$ cat config.mk
export PLATFORM = sky130hd
export DESIGN_NAME = interface_demux_v1
export DESIGN_NICKNAME = d
export VERILOG_FILES = /design/src/rtl/interface_demux_v1.sv
export SDC_FILE = /design/constraint.sdc
export NUM_CORES = 1
export LEC_CHECK = 0
export CAP_MARGIN = 30
export CELL_PAD_IN_SITES_DETAIL_PLACEMENT = 1
export CELL_PAD_IN_SITES_GLOBAL_PLACEMENT = 1
export CORE_ASPECT_RATIO = 0.5
export CORE_MARGIN = 4
export CORE_UTILIZATION = 40
export CTS_CLUSTER_DIAMETER = 30
export DETAILED_ROUTE_END_ITERATION = 10
export GPL_TIMING_DRIVEN = 0
export PLACE_DENSITY_LB_ADDON = 0.1
export SLEW_MARGIN = 20
export SYNTH_ARGS = -nofsm -noshare
export SYNTH_HDL_FRONTEND = slang
export SYNTH_SLANG_ARGS = --single-unit
$ cat constraint.sdc
create_clock -name clk_sys -period 2.32 [get_ports clk_sys]
set_clock_uncertainty 0.15 [all_clocks]
set_input_delay 0.348 -clock clk_sys [delete_from_list [all_inputs] [get_ports clk_sys]]
set_output_delay 0.348 -clock clk_sys [all_outputs]
set_load 0.1 [all_outputs]
$ cat src/rtl/interface_demux_v1.sv
// rtl/interface_demux_v1.sv - egress demux: backend frame FIFOs to four MAC TX FIFOs with mask fan-out
// Optional per-port frame and drop statistics are built when IFDEMUX_STAT_EN is defined.
module interface_demux_v1 #(
  parameter int MAX_LEN = 1536,
  parameter int LEN_W   = 11
) (
  input  logic             clk_sys,
  input  logic             rstn_sys,
  output logic             ptr_fifo_rd,
  input  logic [19:0]      ptr_fifo_dout,
  input  logic             ptr_fifo_empty,
  output logic             data_fifo_rd,
  input  logic [7:0]       data_fifo_dout,
  output logic [3:0]       tx_data_fifo_wr,
  output logic [7:0]       tx_data_fifo_din,
  input  logic [3:0]       tx_data_fifo_afull,
  output logic [3:0]       tx_ptr_fifo_wr,
  output logic [15:0]      tx_ptr_fifo_din,
  input  logic [3:0]       tx_ptr_fifo_full,
`ifdef IFDEMUX_STAT_EN
  output logic             drop_pulse,
  output logic [63:0]      tx_frame_cnt,
  output logic [15:0]      drop_cnt
`else
  output logic             drop_pulse
`endif
);

  localparam logic [LEN_W-1:0] MAX_LEN_V = LEN_W'(MAX_LEN);

  typedef enum logic [7:0] {
    S_IDLE  = 8'h01,
    S_POP   = 8'h02,
    S_LATCH = 8'h04,
    S_WAIT  = 8'h08,
    S_XFER  = 8'h10,
    S_DRAIN = 8'h20,
    S_PTRWR = 8'h40,
    S_DROP  = 8'h80
  } state_t;

  state_t           state_q, state_d;
  logic [3:0]       mask_q, mask_d;
  logic [3:0]       src_q, src_d;
  logic [LEN_W-1:0] len_q, len_d;
  logic [LEN_W-1:0] cnt_q, cnt_d;
  logic             ptr_rd_q, ptr_rd_d;
  logic             data_rd_q, data_rd_d;
  logic             fwd_rd_q, fwd_rd_d;
  logic             byte_vld_q, byte_vld_d;
  logic [3:0]       tx_wr_q, tx_wr_d;
  logic [7:0]       tx_din_q, tx_din_d;
  logic [3:0]       ptr_wr_q, ptr_wr_d;
  logic [15:0]      ptr_din_q, ptr_din_d;
  logic             drop_q, drop_d;

  logic [3:0]       desc_mask;
  logic [3:0]       desc_src;
  logic [LEN_W-1:0] desc_len;
  logic             desc_bad;
  logic             unused_rsvd;

  assign desc_mask   = ptr_fifo_dout[19:16];
  assign desc_src    = ptr_fifo_dout[15:12];
  assign desc_len    = ptr_fifo_dout[LEN_W-1:0];
  assign unused_rsvd = ptr_fifo_dout[11];
  assign desc_bad    = (desc_mask == 4'd0) || (desc_len == '0) || (desc_len > MAX_LEN_V);

`ifdef IFDEMUX_STAT_EN
  logic [63:0] frame_cnt_q, frame_cnt_d;
  logic [15:0] drop_cnt_q, drop_cnt_d;
`endif

  always_comb begin
    state_d   = state_q;
    mask_d    = mask_q;
    src_d     = src_q;
    len_d     = len_q;
    cnt_d     = cnt_q;
    ptr_rd_d  = 1'b0;
    data_rd_d = 1'b0;
    fwd_rd_d  = 1'b0;
    ptr_wr_d  = 4'd0;
    ptr_din_d = 16'd0;
    drop_d    = 1'b0;

    // A forwarded read lands on data_fifo_dout one cycle later and is registered out the cycle after.
    byte_vld_d = data_rd_q & fwd_rd_q;
    tx_wr_d    = byte_vld_q ? mask_q : 4'd0;
    tx_din_d   = byte_vld_q ? data_fifo_dout : tx_din_q;

    unique case (state_q)
      S_IDLE: begin
        if (!ptr_fifo_empty) begin
          state_d  = S_POP;
          ptr_rd_d = 1'b1;
        end
      end
      S_POP: state_d = S_LATCH;
      S_LATCH: begin
        mask_d = desc_mask;
        src_d  = desc_src;
        len_d  = desc_len;
        cnt_d  = LEN_W'(1);
        if (desc_bad) begin
          // Dropped frames are still read out so the data FIFO stays aligned to the next descriptor.
          state_d   = S_DROP;
          drop_d    = 1'b1;
          data_rd_d = (desc_len != '0);
        end else begin
          state_d = S_WAIT;
        end
      end
      S_WAIT: begin
        if ((mask_q & (tx_data_fifo_afull | tx_ptr_fifo_full)) == 4'd0) begin
          state_d   = S_XFER;
          data_rd_d = 1'b1;
          fwd_rd_d  = 1'b1;
        end
      end
      S_XFER: begin
        if (cnt_q == len_q) begin
          state_d = S_DRAIN;
        end else begin
          cnt_d     = cnt_q + LEN_W'(1);
          data_rd_d = 1'b1;
          fwd_rd_d  = 1'b1;
        end
      end
      S_DRAIN: begin
        state_d   = S_PTRWR;
        ptr_wr_d  = mask_q;
        ptr_din_d = {src_q, 1'b0, len_q};
      end
      S_PTRWR: state_d = S_IDLE;
      S_DROP: begin
        if ((len_q == '0) || (cnt_q == len_q)) begin
          state_d = S_IDLE;
        end else begin
          cnt_d     = cnt_q + LEN_W'(1);
          data_rd_d = 1'b1;
        end
      end
      default: state_d = S_IDLE;
    endcase

`ifdef IFDEMUX_STAT_EN
    frame_cnt_d = frame_cnt_q;
    for (int i = 0; i < 4; i++) begin
      if (ptr_wr_d[i]) begin
        frame_cnt_d[i*16 +: 16] = frame_cnt_q[i*16 +: 16] + 16'd1;
      end
    end
    drop_cnt_d = drop_d ? (drop_cnt_q + 16'd1) : drop_cnt_q;
`endif
  end

  always_ff @(posedge clk_sys or negedge rstn_sys) begin
    if (!rstn_sys) begin
      state_q    <= S_IDLE;
      mask_q     <= 4'd0;
      src_q      <= 4'd0;
      len_q      <= '0;
      cnt_q      <= '0;
      ptr_rd_q   <= 1'b0;
      data_rd_q  <= 1'b0;
      fwd_rd_q   <= 1'b0;
      byte_vld_q <= 1'b0;
      tx_wr_q    <= 4'd0;
      tx_din_q   <= 8'd0;
      ptr_wr_q   <= 4'd0;
      ptr_din_q  <= 16'd0;
      drop_q     <= 1'b0;
`ifdef IFDEMUX_STAT_EN
      frame_cnt_q <= 64'd0;
      drop_cnt_q  <= 16'd0;
`endif
    end else begin
      state_q    <= state_d;
      mask_q     <= mask_d;
      src_q      <= src_d;
      len_q      <= len_d;
      cnt_q      <= cnt_d;
      ptr_rd_q   <= ptr_rd_d;
      data_rd_q  <= data_rd_d;
      fwd_rd_q   <= fwd_rd_d;
      byte_vld_q <= byte_vld_d;
      tx_wr_q    <= tx_wr_d;
      tx_din_q   <= tx_din_d;
      ptr_wr_q   <= ptr_wr_d;
      ptr_din_q  <= ptr_din_d;
      drop_q     <= drop_d;
`ifdef IFDEMUX_STAT_EN
      frame_cnt_q <= frame_cnt_d;
      drop_cnt_q  <= drop_cnt_d;
`endif
    end
  end

  assign ptr_fifo_rd      = ptr_rd_q;
  assign data_fifo_rd     = data_rd_q;
  assign tx_data_fifo_wr  = tx_wr_q;
  assign tx_data_fifo_din = tx_din_q;
  assign tx_ptr_fifo_wr   = ptr_wr_q;
  assign tx_ptr_fifo_din  = ptr_din_q;
  assign drop_pulse       = drop_q;
`ifdef IFDEMUX_STAT_EN
  assign tx_frame_cnt = frame_cnt_q;
  assign drop_cnt     = drop_cnt_q;
`endif

endmodule

==> results of run 1 <==
==> timing repair <==
| action | CTS | global route |
|---|---|---|
| hold endpoints to repair | 29 | 0 |
| endpoints found under the setup margin | 14 | 13 |
| cloned | 0 | 0 |
| hold buffers | 1 | 0 |
| resized for setup | 14 | 13 |
==> logic make-up after synthesis <==
group / count (synthesis)
and+or+nand+nor: 97
DFF: 74
AOI/OAI and AO/OA: 35
muxes: 29
buffers and inverters: 17
xor gates and xnor gates: 13
adders and majority gates: 1
other: 1
==> worst reg2reg max path: stages (launching register included) <==
cell	delay, ps
dfrtp_1	430
nor4_1	340
nand3_1	170
o21ai_1	180
buf_2	290
o21ai_1	160
mux2_4	300
==> layout by cell type, fill, tap and decap left out, types with 2 or more instances in the layout <==
cell	netlist	routed
mux2_1	7	7
o21ai_1	2	2
clkdlybuf4s50_1	0	43
nand2b_1	4	4
buf_2	7	7
dlygate4sd2_1	0	14
nand4_1	3	3
clkinv_2	0	2
nand2_1	12	12
nor3b_1	3	3
o21a_1	2	2
a31o_1	9	9
nor2b_1	2	2
nor2_1	7	7
clkbuf_16	0	9
dfrtp_1	73	73
nand4b_1	2	2
and2_1	25	25
mux2_2	20	20
a31oi_1	2	2
buf_4	1	2
buf_6	3	3
or3_1	2	2
nor4_1	6	6
xor2_1	13	13
nor3_1	10	10
o21ai_0	4	4
nand3_1	12	12
inv_1	3	3
clkbuf_1	2	2
dlymetal6s2s_1	0	13
o41ai_2	5	5
o41ai_1	2	2
==> report_power, final <==
part           switching [uW]  internal (uW)
registers                 241           1510
clock network             543            863
logic                     385            369
total                    1170           2740
==> stage by stage <==
step	util	hold slack [ps]	setup TNS, ps	power, uW	cells
6_report	0.561	308	0	3910	468
3_3_place_gp	0.517	294	-129350	2480	450
2_1_floorplan	-	-97.6	0	2230	267
5_1_grt	0.561	326	0	4140	468
3_5_place_dp	0.520	168	-19.0	2540	451
4_1_cts	0.557	316	0	3970	468
==> how the worst max path moves through the flow <==
| stage | endpoint | startpoint | slack [ps] |
|---|---|---|---|
| after floorplan | cnt_q[0] | state_q[4] | 530 |
| after CTS | tx_ptr_fifo_din[14] | tx_ptr_fifo_din[14] | 0.2 |
| final | tx_ptr_fifo_wr[2] | tx_ptr_fifo_wr[2] | 30 |
| after detailed placement | data_fifo_rd | ptr_fifo_dout[2] | -20 |
| after global routing | tx_ptr_fifo_wr[2] | tx_ptr_fifo_wr[2] | 3 |
| after global placement | cnt_q[5] | rstn_sys | -1760 |
==> registers in the layout, indices dropped and copies added (netlist names) <==
name              flops
byte_vld_q            1
cnt_q                11
data_fifo_rd          1
drop_pulse            1
fwd_rd_q              1
len_q                11
mask_q                4
ptr_fifo_rd           1
src_q                 4
state_q               8
tx_data_fifo_din      8
tx_data_fifo_wr       4
tx_ptr_fifo_din      15
tx_ptr_fifo_wr        4
==> per-layer routing <==
| metal | routed length (um) | up-vias | part of all wire | global-route usage |
|---|---|---|---|---|
| li1 | - | 1128 | - | - |
| met4 | 47 | 0 | 0.0054 | 0.0302 |
| met3 | 555 | 6 | 0.063 | 0.0748 |
| met1 | 4090 | 1228 | 0.47 | 0.249 |
| met5 | 0 | - | 0 | 0 |
| met2 | 4060 | 54 | 0.46 | 0.310 |
==> area by class of cell <==
cell class	count	area [um2]	share of cell area
well taps	112	140	0.0312
clock inverters	6	65.1	0.0145
plain buffers	14	87.6	0.0195
multi-input cells	176	1330	0.296
clock buffers	10	239	0.0533
flip-flops and latches	74	1850	0.413
inverters	3	11.3	0.00251
repair buffers	73	761	0.170
==> flow_metrics.tcl, run 1 <==
set metrics [dict create \
    r2r_cells 6 \
    diodes 0 \
    synth.ff_latch_count 74 \
    worst_setup_path_end_kind "output pin" \
    avgSynthCellArea_um2 12.3 \
    crit_cells 1 \
    post-place-ws_ps -19.0 \
    initial_utilization 0.410 \
    insertion_delay_ps 340 \
    min_period_ps 2290 \
    drv_cap 0 \
    via_per_inst 5.16 \
    yosys.area_share.adder 0.00381 \
    syn-instance-count 267 \
    hold_viol_final 0 \
    dp_hpwl_um 6410 \
    worst_pin_slew_ps 1030 \
    rsz0062_at_grt "false" \
    synthArstFlopShare 1.00 \
    yosys_warnings 0 \
    fill_cells 873 \
    synth_area_um2 3280 \
    status "complete, no violations" \
    yosysMostFrequentCell "dfrtp_1" \
    post_drt_wl_per_cell_um 18.7 \
    slew_headroom 0.319 \
    synthSimpleGateAreaFrac 0.171 \
    ys.flop_type "dfrtp_1" \
    synth.area.top_cells "dfrtp_1 (56%), mux2_2 (6.9%), and2_1 (4.8%)" \
    min_path_type "flop to flop" \
    start_kind "flop" \
    ff2ff_setup_slack_ps 190 \
    grt_pass1_vias 2637 \
    die_height_um 72.1 \
    wirelength_um 8750 \
    worstHoldEndpoint "byte_vld_q" \
    grt_max_degree 45 \
    reg2reg_from "len_q[0]" \
    critical-path-max-stage-delay_ps 1120 \
    clock.fmax_mhz 438 \
    drc_errors 0 \
    cts_root_buf "clkbuf_16" \
    peakVddDrop_mv 0.413 \
    path_cells "clkdlybuf4s50_1" \
    reg2reg_to "cnt_q[0]" \
    htree_levels 3 \
    final_net_count 391 \
    placed_area_um2 4160 \
    yosys.area.top_type "dfrtp_1" \
    ys_types 52 \
    clock_sinks 74 \
    finalWeightedCongestion 0.850 \
    row_count 23 \
    portBuffers 71 \
    synth_compound_area_frac 0.0945 \
    synthTopCellsByCount "dfrtp_1 (73), and2_1 (25), mux2_2 (20)" \
    synth_top_family_by_area "simple AND/OR/NAND/NOR gates" \
    vias 2416 \
    holdCritStartpoint "fwd_rd_q" \
    synth_top_area_frac 0.557 \
    hold_path_depth 1 \
    setup_violations 0 \
    power.leakage_uw 0.00229 \
    synth_edf_count 0 \
    cts_buffers 9 \
    worst_slack_ps 34.6 \
    dieWidth_um 136 \
    cts_max_path_buffers 2 \
    postCtsSetupRepairBufs 0 \
    ys_seq_area_frac 0.565 \
    path_buf_inv 1 \
    path_class "flop to output pin" \
    crit_arrival_ps 1790 \
    worstPathRequired_ps 1820 \
    finalCritPeriodShare 0.985 \
    cts_tree "done" \
    core_um2 8000 \
    grt_first_pass_wirelength_um 14200 \
    ant_nets 0 \
    synth_nets 307 \
    synthToLayoutAreaGrowth_pct 36.7 \
    synthMuxAreaShare 0.100 \
    ioPinCount 74 \
    power_density_nw_per_um2 872 \
    antenna_found_initial 0 \
    globalRouteOverflowTotal 0 \
    cpLargestDelayFamily "buffers and inverters" \
    drv_slew 0 \
    synth_xor_xnor_area_share 0.0347 \
    drive_gt1_frac 0.169 \
    dr.pass1.iters 4 \
    design_area_um2 4490 \
    critPathMaxFanout 1 \
    drt-initial-drc-count 93 \
    dieArea_um2 9810 \
    track_usage 0.191 \
    cpMaxStageDelayCell "clkdlybuf4s50_1" \
    cts.clk_slew.worst_paths_ps 60 \
]
Note: power is estimated with default switching activity, not from simulation.
==> inputs of run 2 (changes only) <==
--- a/config.mk
+++ b/config.mk
@@ -5,7 +5,7 @@
 export SDC_FILE = /design/constraint.sdc
 export NUM_CORES = 1
 export LEC_CHECK = 0
-export CAP_MARGIN = 30
+export CAP_MARGIN = 15
 export CELL_PAD_IN_SITES_DETAIL_PLACEMENT = 1
 export CELL_PAD_IN_SITES_GLOBAL_PLACEMENT = 1
 export CORE_ASPECT_RATIO = 0.5
==> constraint.sdc (replaced) <==
create_clock -name clk_sys -period 2.3 [get_ports clk_sys]
set_clock_uncertainty 0.15 [all_clocks]
set_input_delay 0.345 -clock clk_sys [delete_from_list [all_inputs] [get_ports clk_sys]]
set_output_delay 0.345 -clock clk_sys [all_outputs]
set_load 0.1 [all_outputs]
==> run 2 against run 1 <==
Via count is 0.70% higher. Die area stayed put. Critical endpoint is now cnt_q[0]. Critical path depth is 5 higher. Sequential share of layout area is 0.22 points higher. Core utilization is 0.30 points lower. Count of clock-buffer cells in the layout stayed put. Setup slack better by 130 ps. Register-to-register slack worse by 20 ps. Final cell count stayed put. Routed wire length is 1.3% lower. Worst hold slack worse by 2.0 ps.
==> flow_metrics.tcl, run 2 (same netlist as run 1, synthesis figures left out) <==
set metrics [dict create \
    cts_root_buf "clkbuf_16" \
    worst_pin_slew_ps 1030 \
    row_count 23 \
    drv_slew 0 \
    hold_viol_final 0 \
    finalCritPeriodShare 0.926 \
    die_height_um 72.1 \
    grt_max_degree 45 \
    post-route-util 0.558 \
    cts_buffers 9 \
    crit_arrival_ps 2200 \
    insertion_delay_ps 330 \
    dieWidth_um 136 \
    setup_violations 0 \
    min_path_type "flop to flop" \
    via_per_inst 5.20 \
    final_net_count 391 \
    timing.hold.ws_ps 306 \
    slew_headroom 0.318 \
    track_usage 0.190 \
    post_drt_wl_per_cell_um 18.4 \
    worstPathRequired_ps 2370 \
    dp_hpwl_um 6410 \
    cts_max_path_buffers 2 \
    p_int_uw 2770 \
    p_total_uw 3940 \
    switchingPower_uw 1170 \
    combPwrFrac 0.193 \
    globalRouteOverflowTotal 0 \
    htree_levels 3 \
    p_seq_frac 0.448 \
    rsz0062_at_grt "false" \
    final_common_cell "dfrtp_1" \
    drc_errors 0 \
    drv_cap 0 \
    min_period_ps 2130 \
    critPathMaxFanout 10 \
    start_kind "flop" \
    clock.fmax_mhz 469 \
    cts.clk_slew.worst_paths_ps 60 \
    diodes 0 \
    power_density_nw_per_um2 883 \
    largest_reg_flops 15 \
    power.leakage_uw 0.00226 \
    p_clk_frac 0.360 \
    ioPinCount 74 \
    path_class "flop to flop" \
    initial_utilization 0.410 \
    fill_cells 873 \
    place_inst 451 \
    dr.pass1.iters 4 \
    drive_gt1_frac 0.169 \
    ff2ff_setup_slack_ps 170 \
    grt_first_pass_wirelength_um 14200 \
    clock_sinks 74 \
    antenna_found_initial 0 \
    final_cells 468 \
    worst_slack_ps 169 \
    cts_tree "done" \
    synthToLayoutAreaGrowth_pct 36.0 \
    peakVddDrop_mv 0.414 \
    wirelength_um 8630 \
    post-place-ws_ps -36.0 \
    portBuffers 71 \
    dieArea_um2 9810 \
    final_cell_mix "dfrtp_1 (73), clkdlybuf4s50_1 (36), and2_1 (25), dlygate4sd2_1 (25), mux2_2 (20)" \
    status "complete, no violations" \
    grt_pass1_vias 2623 \
    finalWeightedCongestion 0.850 \
    ant_nets 0 \
    core_um2 8000 \
    swShare 0.298 \
    vias 2433 \
    worst_setup_path_end_kind "flop" \
    drt-initial-drc-count 94 \
]
## run 2: critical path, stage by stage, from the launching register on
cell	delay (ps)
dfrtp_1	430
nor4_1	340
nand3_1	170
o21ai_1	180
buf_2	290
o21ai_1	150
mux2_4	300
## run 2: final timing paths
path | start | to | cells past startpoint
worst min register to register | fwd_rd_q | byte_vld_q | 1
worst max-delay path | len_q[0] | cnt_q[0] | 6
worst min-delay path | fwd_rd_q | byte_vld_q | 1
max in group asynchronous | rstn_sys | tx_ptr_fifo_din[4] | 3
min in group asynchronous | rstn_sys | tx_ptr_fifo_din[13] | 2
worst max register to register | len_q[0] | cnt_q[0] | 6
## run 2: layout make-up
cell class | instances | area [um2] | area share
clock inverters | 6 | 65.1 | 0.0146
repair buffers | 73 | 737 | 0.165
flip-flops and latches | 74 | 1850 | 0.415
clock buffers | 10 | 239 | 0.0535
plain buffers | 14 | 87.6 | 0.0196
inverters | 3 | 11.3 | 0.00252
well taps | 112 | 140 | 0.0314
multi-input cells | 176 | 1330 | 0.298
## run 2: through the flow
stage                     TNS (ps)  cell area (um2)
after floorplan                  0             3280
final                            0             4460
after global placement     -130610             4130
after global routing             0             4460
after CTS                        0             4440
after detailed placement     -36.0             4160
## run 2: power groups by stage
stage | sequential [uW] | combinational [uW] | clock, uW
6_report | 1760 | 759 | 1420
3_5_place_dp | 1790 | 767 | 0
4_1_cts | 1770 | 772 | 1460
2_1_floorplan | 1770 | 480 | 0
3_3_place_gp | 1770 | 726 | 0
5_1_grt | 1810 | 843 | 1520
## run 2: repair_timing
| item | CTS | global route |
|---|---|---|
| pin swaps | 0 | 0 |
| endpoints found under the setup margin | 25 | 9 |
| hold buffers | 1 | 0 |
| endpoints found under the hold margin | 29 | 0 |
| buffers inserted | 0 | 0 |
| resized for setup | 25 | 9 |
## run 2: metal layers
layer	wire, um	global-route usage	vias up
met5	0	0	-
met4	47	0.0302	0
met3	606	0.0776	6
met2	4000	0.308	67
met1	3980	0.246	1228
li1	-	-	1132
